[src/rtl/a8bit_add_pipe.sv]
// Segmented carry-propagating adder/subtractor pipeline: one SEG_W-bit segment
// per stage, with operand/sum skew registers so a whole result exits together.
module a8bit_add_pipe #(
  parameter int SEG_W = 8,
  parameter int SEGS  = 3,
  localparam int DATA_W = SEG_W * SEGS
) (
  input  logic              I_clk,
  input  logic              I_rst_n,
  input  logic              I_ce,
  input  logic              I_valid,
  input  logic              I_sub,
  input  logic              I_cin,
  input  logic [DATA_W-1:0] I_adder0,
  input  logic [DATA_W-1:0] I_adder1,
  output logic [DATA_W-1:0] O_sum,
  output logic              O_cout,
  output logic              O_ovf,
  output logic              O_valid
);

  // Handshake: I_valid qualifies the operands on any edge with I_ce=1; there is
  // no back-pressure. O_valid marks the output registers as holding a real result.

  // Stage k holds the operands waiting for segment k and the carry into it.
  logic [DATA_W-1:0] r_a [SEGS];
  logic [DATA_W-1:0] r_b [SEGS];
  logic [DATA_W-1:0] r_s [1:SEGS];
  logic              r_c [SEGS+1];
  logic              r_v [SEGS+1];
  logic              r_ovf;
  logic [SEG_W:0]    w_add [SEGS];
  logic              w_ovf;

  always_comb begin
    for (int k = 0; k < SEGS; k++) begin
      w_add[k] = {1'b0, r_a[k][k*SEG_W +: SEG_W]}
               + {1'b0, r_b[k][k*SEG_W +: SEG_W]}
               + {{SEG_W{1'b0}}, r_c[k]};
    end
    // Signs agree going in but the result sign differs.
    w_ovf = (r_a[SEGS-1][DATA_W-1] == r_b[SEGS-1][DATA_W-1])
         && (w_add[SEGS-1][SEG_W-1] != r_a[SEGS-1][DATA_W-1]);
  end

  always_ff @(posedge I_clk or negedge I_rst_n) begin
    if (!I_rst_n) begin
      for (int k = 0; k < SEGS; k++) begin
        r_a[k] <= '0;
        r_b[k] <= '0;
      end
      for (int k = 1; k <= SEGS; k++) begin
        r_s[k] <= '0;
      end
      for (int k = 0; k <= SEGS; k++) begin
        r_c[k] <= 1'b0;
        r_v[k] <= 1'b0;
      end
      r_ovf <= 1'b0;
    end else if (I_ce) begin
      r_a[0] <= I_adder0;
      r_b[0] <= I_sub ? ~I_adder1 : I_adder1;
      r_c[0] <= I_sub ? ~I_cin : I_cin;
      r_v[0] <= I_valid;
      for (int k = 0; k < SEGS - 1; k++) begin
        r_a[k+1] <= r_a[k];
        r_b[k+1] <= r_b[k];
      end
      r_s[1] <= DATA_W'(w_add[0][SEG_W-1:0]);
      for (int k = 1; k < SEGS; k++) begin
        r_s[k+1]                   <= r_s[k];
        r_s[k+1][k*SEG_W +: SEG_W] <= w_add[k][SEG_W-1:0];
      end
      for (int k = 0; k < SEGS; k++) begin
        r_c[k+1] <= w_add[k][SEG_W];
        r_v[k+1] <= r_v[k];
      end
      r_ovf <= w_ovf;
    end
  end

  assign O_sum   = r_s[SEGS];
  assign O_cout  = r_c[SEGS];
  assign O_ovf   = r_ovf;
  assign O_valid = r_v[SEGS];

endmodule

[config.mk]
export PLATFORM = sky130hd
export DESIGN_NAME = a8bit_add_pipe
export DESIGN_NICKNAME = d
export VERILOG_FILES = /design/src/rtl/a8bit_add_pipe.sv
export SDC_FILE = /design/constraint.sdc
export NUM_CORES = 1
export LEC_CHECK = 0
export ABC_AREA = 1
export BUFFER_PORTS_ARGS = -buffer_cell sky130_fd_sc_hd__buf_4
export CAP_MARGIN = 10
export CORE_MARGIN = 2
export CORE_UTILIZATION = 63
export DETAILED_ROUTE_END_ITERATION = 16
export HOLD_SLACK_MARGIN = 0.1
export PLACE_DENSITY_LB_ADDON = 0.1
export SETUP_SLACK_MARGIN = 0.1
export SLEW_MARGIN = 20
export SYNTH_ARGS = -nofsm -noshare
export SYNTH_HDL_FRONTEND = slang
export SYNTH_SLANG_ARGS = --single-unit
export TNS_END_PERCENT = 50
[constraint.sdc]
create_clock -name I_clk -period 3.75 [get_ports I_clk]
set_input_delay 0.1875 -clock I_clk [delete_from_list [all_inputs] [get_ports I_clk]]
set_output_delay 0.1875 -clock I_clk [all_outputs]
set_load 0.02 [all_outputs]
## Word-level counts from Yosys, hierarchy flattened

Cells that the tools add are included.

| operators by class | value |
|---|---|
| add/sub/neg operators | 6 |
| equal/unequal tests | 2 |
| multiplexer cells | 2 |
| bitwise operators | 2 |
| reductions and logical operators | 1 |

Operators with widths:

| operator | count |
|---|---|
| $add A8 B8 Y9 | 3 |
| $add A9 B1 Y9 | 3 |
| $mux W24 | 1 |
| $not A24 Y24 | 1 |
| $eq A1 B1 Y1 | 1 |
| $logic_and A1 B1 Y1 | 1 |
| $mux W1 | 1 |
| $ne A1 B1 Y1 | 1 |
| $not A1 Y1 | 1 |

| storage, ports and cells | value |
|---|---|
| register bits | 201 |
| bits of input ports | 54 |
| output and inout port bits | 27 |
| word-level logic and storage cells | 31 |

## Longest topological paths before layout

Gate-level depths: netlist of the first run.

| depth | value |
|---|---|
| depth after elaboration | 4 |
| mapped depth | 8 |

## Worst setup path before layout of the first run

Ideal clock, no wire load.

| timing | value |
|---|---|
| path type | register -> register |
| from | register r_a[16] (netlist name) |
| to | register r_s, in the netlist O_sum[20] |
| data arrival time | 1630 ps |
| data required time | 3667 ps |
| setup slack | 2037 ps |
| cell stages (with the launch flop) | 8 |
| cells stage by stage | dfrtp_1 -> fa_1 -> fa_1 -> nand2_1 -> nand3_1 -> nand2_1 -> nand2_1 -> o21ai_0 |

| between the ends | value |
|---|---|
| word-level cells in the longest chain between the ends | 2 |

RTL lines:

| what | RTL line | RTL |
|---|---|---|
| from (decl) | 26 | `logic [DATA_W-1:0] r_a [SEGS];` |
| from (signal, indexed assignment) | 66 | `r_a[k+1] <= r_a[k];` |
| $add A8 B8 Y9 | 38 | `+ {1'b0, r_b[k][k*SEG_W +: SEG_W]}` |
| $add A9 B1 Y9 | 39 | `+ {{SEG_W{1'b0}}, r_c[k]};` |
| to (signal, indexed assignment) | 71 | `r_s[k+1] <= r_s[k];` |
| to (signal, indexed assignment) | 72 | `r_s[k+1][k*SEG_W +: SEG_W] <= w_add[k][SEG_W-1:0];` |
| to (decl) | 28 | `logic [DATA_W-1:0] r_s [1:SEGS];` |

No other way between the ends.
A chain may end at the register's enable or synchronous reset.

## Worst setup path in the final report of the first run

| timing | value |
|---|---|
| from | register r_a[32] (netlist name) |
| to | register r_s[38] (netlist name) |

Same word-level chain as after synthesis.

==> impl_metrics.yaml, run 1 <==
grt:
  grt_pass1_vias: 5614
  gr-total-overflow: 0
  track_usage_pct: 26.6
  grt_max_degree: 107
  grt_pass1_wl_mm: 26.0
  antenna_found_initial: 0
sta:
  tightest_slew_ns: 0.941
  setup_violations: 0
  layout_setup_ws_ns: 1.80
  slew_violations: 0
  tns_ns: 0
  hold_viol_final: 0
  skew_ns: 0.00508
  relSlewSlack_pct: 37.3
  max_freq_mhz: 512
  fin_crit_ns: 1.95
  period_share_pct: 52.1
  rsz0062_at_grt: "false"
placed_design:
  io_buffers: 80
  post-place-ws_ns: 1.89
  dp_cells: 993
  globalplace.congestion: 0.865
  dp_hpwl_mm: 9.25
  place_area_mm2: 0.00758
die:
  row_count: 39
  die_w_um: 111
  coreArea_mm2: 0.0113
  io_pins: 81
  fp.dieH_um: 111
  initial_core_util_pct: 63.8
  dieArea_mm2: 0.0123
synthesis:
  synth_cell_types: 22
  yosysTopAreaCellShare_pct: 53.2
  async_flop_share_pct: 100
  synth-edff-count: 0
  syn_area_mm2: 0.00719
  synth.avg_cell_area_um2: 8.72
  yosys.area.top_type: "dfrtp_1"
  ys_seq_area_share_pct: 53.2
  synth_nets: 906
  synth_ff_type: "dfrtp_1"
  synth_most_common_cell: "nand2_1"
  synth_cells: 825
  yosysWarnings: 0
  synth-seq-cells: 153
  ys_top_cells_by_area: "dfrtp_1 (53%), nand2_1 (18%), o21ai_0 (4.9%), ha_1 (3.7%), xnor2_1 (3.4%)"
  synth_common_cells: "nand2_1 (339), dfrtp_1 (153), o21ai_0 (70)"
worst_setup_path:
  startpoint: "r_a[32]"
  cp.required_ns: 4.11
  cpMostUsedCell: "nand3_1"
  worstPathMaxFanout: 4
  critPathSlowestCell: "fa_1"
  cp.arrival_ns: 2.31
  critPathMaxStageDelay_ns: 0.49
  critical_path_class: "reg2reg"
  critPathBufInv: 0
  path_cells: "fa_1 -> fa_1 -> nand3_1 -> nand3_1 -> nand2_1 -> nand3_1 -> nand2_1"
  critPathTopFamily: "adder cells"
  startpoint_type: "flop"
  cp-end-kind: "flop"
  r2r_start: "r_a[32]"
min_path:
  timing.hold.worst.start: "I_ce"
  hp-class: "in2reg"
clock_network:
  htree_levels: 4
  clock_path_buffers: 2
  cts_tree: "built"
  postCtsResizedCells: 0
  worstSkewPairLatency_ns: 0.42
  cts.clk_slew.worst_paths_ns: 0.06
  cts_root_buf: "clkbuf_16"
  cts.sinks: 153
  cts_buffers: 17
pwr:
  peakVddDrop_mv: 0.387
  power.density_mw_per_mm2: 557
  p_leak_nw: 4.52
routing:
  drt-pass1-iter-count: 6
  ant_nets: 0
  drtIter0Drc: 377
  vias_per_cell: 5.15
  wl_per_cell_um: 14.1
  dr_total_vias: 5540
  drc: 0
  wl_mm: 15.2
job:
  maxCapViolCount: 0
finish:
  area_growth_pct: 20.9
  fin_area_mm2: 0.00870
  n_antenna_cell: 0
  layout-drive-gt1-share_pct: 12.8
  fin_cells: 1076
  nets: 1001
status:
  status: "complete, no violations"
==> worst paths after layout <==
path | end | slack (ns) | cells after the start
worst max-delay path | r_s[38] | 1.80 | 7
worst min-delay path | r_a[55] | 0.20 | 3
worst max register to register | r_s[38] | 1.80 | 7
worst min register to register | O_sum[13] | 0.47 | 2
max in group asynchronous | O_sum[6] | 2.42 | 3
min in group asynchronous | O_sum[9] | 0.44 | 2
==> layout by cell type, fill, tap and decap left out, types with 6 or more instances in the layout <==
cell / instances
a21oi_1: 15
inv_1: 64
xnor2_1: 28
nand2_1: 339
dfrtp_1: 153
dlygate4sd3_1: 51
o21ai_0: 70
nor2_1: 12
nand3_1: 29
buf_4: 85
clkbuf_16: 17
o21ai_1: 18
fa_1: 6
ha_1: 21
==> layer usage <==
metal  vias to the layer above  share of wire [%]  global-route usage, %
li1                       2750                  -                      -
met1                      2621                 42                   33.0
met2                       140                 52                   46.6
met3                        29                3.7                   5.41
met4                         0                2.4                   9.17
met5                         -                  0                      0
==> per-stage QoR <==
step	util, %	hold slack [ns]	total power, mW
after floorplan	-	-0.108	2.81
after global placement	67.2	0.357	3.02
after detailed placement	67.2	0.357	3.07
after CTS	77.2	0.193	4.86
after global routing	77.2	0.210	5.10
final	77.2	0.203	4.84
==> worst register-to-register path, cell delays in order (launching register included) <==
cell and delay, ns:
dfrtp_1 0.40, fa_1 0.49, fa_1 0.45, nand3_1 0.14, nand3_1 0.13, nand2_1 0.11
nand3_1 0.08, nand2_1 0.09
==> registers in the layout, summed over array words and instances, names as in the netlist <==
signal / count
O_ovf: 1
r_v: 3
r_c: 3
r_b: 48
r_s: 24
O_valid: 1
r_a: 48
O_sum: 24
O_cout: 1
==> timing repair <==
| action | in CTS | in global routing |
|---|---|---|
| hold endpoints to repair | 154 | 0 |
| hold buffers | 51 | 0 |
| buffers inserted | 0 | 0 |
==> logic make-up (layout without fill, tap and decap cells) <==
group	after synthesis	after routing	synth area share, %
compound gates	107	107	7.77
buf+inv	126	234	9.60
flops	153	153	53.2
simple gates	384	384	20.7
fa+ha+maj	27	27	5.32
xor+xnor	28	28	3.41
==> power breakdown <==
part | switching (mW) | internal, mW
logic | 0.590 | 0.425
clock network | 0.659 | 1.08
registers | 0.161 | 1.93
==> area by class of cell <==
| type | count | area, um2 |
|---|---|---|
| flip-flops and latches | 153 | 3830 |
| well taps | 143 | 179 |
| clock inverters | 10 | 144 |
| repair buffers | 137 | 1160 |
| clock buffers | 22 | 464 |
| multi-input cells | 546 | 2680 |
| inverters | 65 | 246 |
| fillers | 785 | 2570 |
(Power assumes the default switching activity.)
==> inputs of run 2 (changes only) <==
--- a/config.mk
+++ b/config.mk
@@ -9,7 +9,7 @@
 export BUFFER_PORTS_ARGS = -buffer_cell sky130_fd_sc_hd__buf_4
 export CAP_MARGIN = 10
 export CORE_MARGIN = 2
-export CORE_UTILIZATION = 63
+export CORE_UTILIZATION = 59
 export DETAILED_ROUTE_END_ITERATION = 16
 export HOLD_SLACK_MARGIN = 0.1
 export PLACE_DENSITY_LB_ADDON = 0.1
==> constraint.sdc (replaced) <==
create_clock -name I_clk -period 1.8 [get_ports I_clk]
set_input_delay 0.09 -clock I_clk [delete_from_list [all_inputs] [get_ports I_clk]]
set_output_delay 0.09 -clock I_clk [all_outputs]
set_load 0.02 [all_outputs]
==> run 2 against run 1 <==
Power rose by 110%; wire length fell by 2.3%; critical path type unchanged; cell area rose by 1.7%; highest routed layer unchanged.
==> impl_metrics.yaml, run 2 (synthesis gave the netlist of run 1 again) <==
worst_setup_path:
  critPathMaxStageDelay_ns: 0.43
  r2r_cells: 7
  startpoint_type: "flop"
  worstPathMaxFanout: 4
  reg2reg_slack_ns: 0.02
  critPathBufInv: 0
  cp-end-kind: "flop"
  critPathTopFamily: "adder cells"
  rr_endpoint: "r_s[36]"
  r2r_start: "r_c[2]"
  critical_path_class: "reg2reg"
  path_depth: 7
  startpoint: "r_c[2]"
  cp.arrival_ns: 2.12
  critPathSlowestCell: "fa_2"
  endpoint: "r_s[36]"
  path_cells: "fa_2 -> fa_2 -> nand2_2 -> nand3_2 -> nand2_2 -> nand2_2 -> o22ai_2"
  cp.required_ns: 2.14
  cpMostUsedCell: "nand2_2"
die:
  die_w_um: 114
  coreArea_mm2: 0.0120
  io_pins: 81
  initial_core_util_pct: 60.1
  dieArea_mm2: 0.0131
  fp.dieH_um: 114
  row_count: 40
pwr:
  p_clk_share_pct: 34.8
  p_sw_mw: 2.89
  power.share.switching_pct: 28.9
  seqPwrFrac_pct: 43.5
  p_int_mw: 7.10
  peakVddDrop_mv: 0.785
  p_leak_nw: 4.58
  power.density_mw_per_mm2: 1130
  finalPower_mw: 10.0
  pwr-share-comb_pct: 21.7
placed_design:
  dp_cells: 998
  post-place-ws_ns: -0.0271
  globalplace.congestion: 0.868
  dp_hpwl_mm: 9.01
  io_buffers: 80
  place_area_mm2: 0.00766
sta:
  period_share_pct: 98.8
  layout_setup_ws_ns: 0.0221
  tns_ns: 0
  fin_crit_ns: 1.78
  skew_ns: 0.00676
  hold_viol_final: 0
  max_freq_mhz: 562
  relSlewSlack_pct: 66.3
  slew_violations: 0
  setup_violations: 0
  tightest_slew_ns: 0.505
  rsz0062_at_grt: "true"
routing:
  wl_mm: 14.9
  drtIter0Drc: 398
  drc: 0
  dr_total_vias: 5512
  ant_nets: 0
  wl_per_cell_um: 13.7
  drt-pass1-iter-count: 4
  vias_per_cell: 5.09
clock_network:
  cts.sinks: 153
  htree_levels: 4
  cts.clk_slew.worst_paths_ns: 0.06
  cts_root_buf: "clkbuf_16"
  clock_path_buffers: 2
  cts_buffers: 17
  worstSkewPairLatency_ns: 0.42
  cts_tree: "built"
finish:
  area_growth_pct: 22.9
  layout_common_cells: "nand2_1 (335), dfrtp_1 (153), buf_4 (84), o21ai_0 (68), inv_1 (64)"
  fin_area_mm2: 0.00884
  nets: 1006
  layout_commonest_cell: "nand2_1"
  n_antenna_cell: 0
  layout-drive-gt1-share_pct: 15.2
  fin_cells: 1083
  biggestRegsByFlops: "r_a: 48 flops, r_b: 48 flops"
grt:
  track_usage_pct: 24.1
  gr-total-overflow: 0
  grt_pass1_wl_mm: 24.8
  antenna_found_initial: 0
  grt_pass1_vias: 5439
  grt_max_degree: 124
min_path:
  hp-class: "in2async"
job:
  maxCapViolCount: 0
status:
  status: "complete, no violations"
==> run 2: worst min path at each step <==
stage | end | slack, ns
4_1_cts | O_sum[9] | 0.19
2_1_floorplan | O_cout | -0.21
5_1_grt | r_a[65] | 0.22
3_5_place_dp | r_a[57] | 0.06
6_report | r_a[65] | 0.18
3_3_place_gp | r_a[57] | 0.06
==> run 2: power groups by stage <==
stage	Combinational, mW	Sequential [mW]	Clock [mW]
after CTS	2.12	4.35	3.53
after global routing	2.45	4.41	3.69
after detailed placement	2.00	4.39	0
after global placement	1.93	4.37	0
final	2.17	4.35	3.48
after floorplan	1.55	4.31	0
==> run 2: per-layer routing <==
layer  part of all wire (%)  GRT usage (%)
met3                    3.8           5.08
met1                     44           30.5
met5                      0              0
met4                    2.7           10.2
met2                     50           40.4
==> run 2: cell type report <==
| type | instances | area (um2) |
|---|---|---|
| clock buffers | 22 | 484 |
| clock inverters | 8 | 95.1 |
| fillers | 879 | 3120 |
| flip-flops and latches | 153 | 3830 |
| well taps | 147 | 184 |
| multi-input cells | 546 | 2740 |
| repair buffers | 142 | 1260 |
| inverters | 65 | 246 |
==> run 2: repair_timing <==
item / 4_1_cts / 5_1_grt
hold endpoints to repair: 217 / 0
setup buffers: 0 / 3
pin swaps: 0 / 11
setup endpoints to repair: 9 / 12
hold buffers: 52 / 0
resized for setup: 4 / 16
==> run 2: stage by stage <==
| step | hold WS (ns) | utilization (%) |
|---|---|---|
| 2_1_floorplan | -0.206 | - |
| 3_3_place_gp | 0.0555 | 64.0 |
| 3_5_place_dp | 0.0570 | 64.0 |
| 4_1_cts | 0.192 | 73.3 |
| 5_1_grt | 0.219 | 73.9 |
| 6_report | 0.180 | 73.9 |
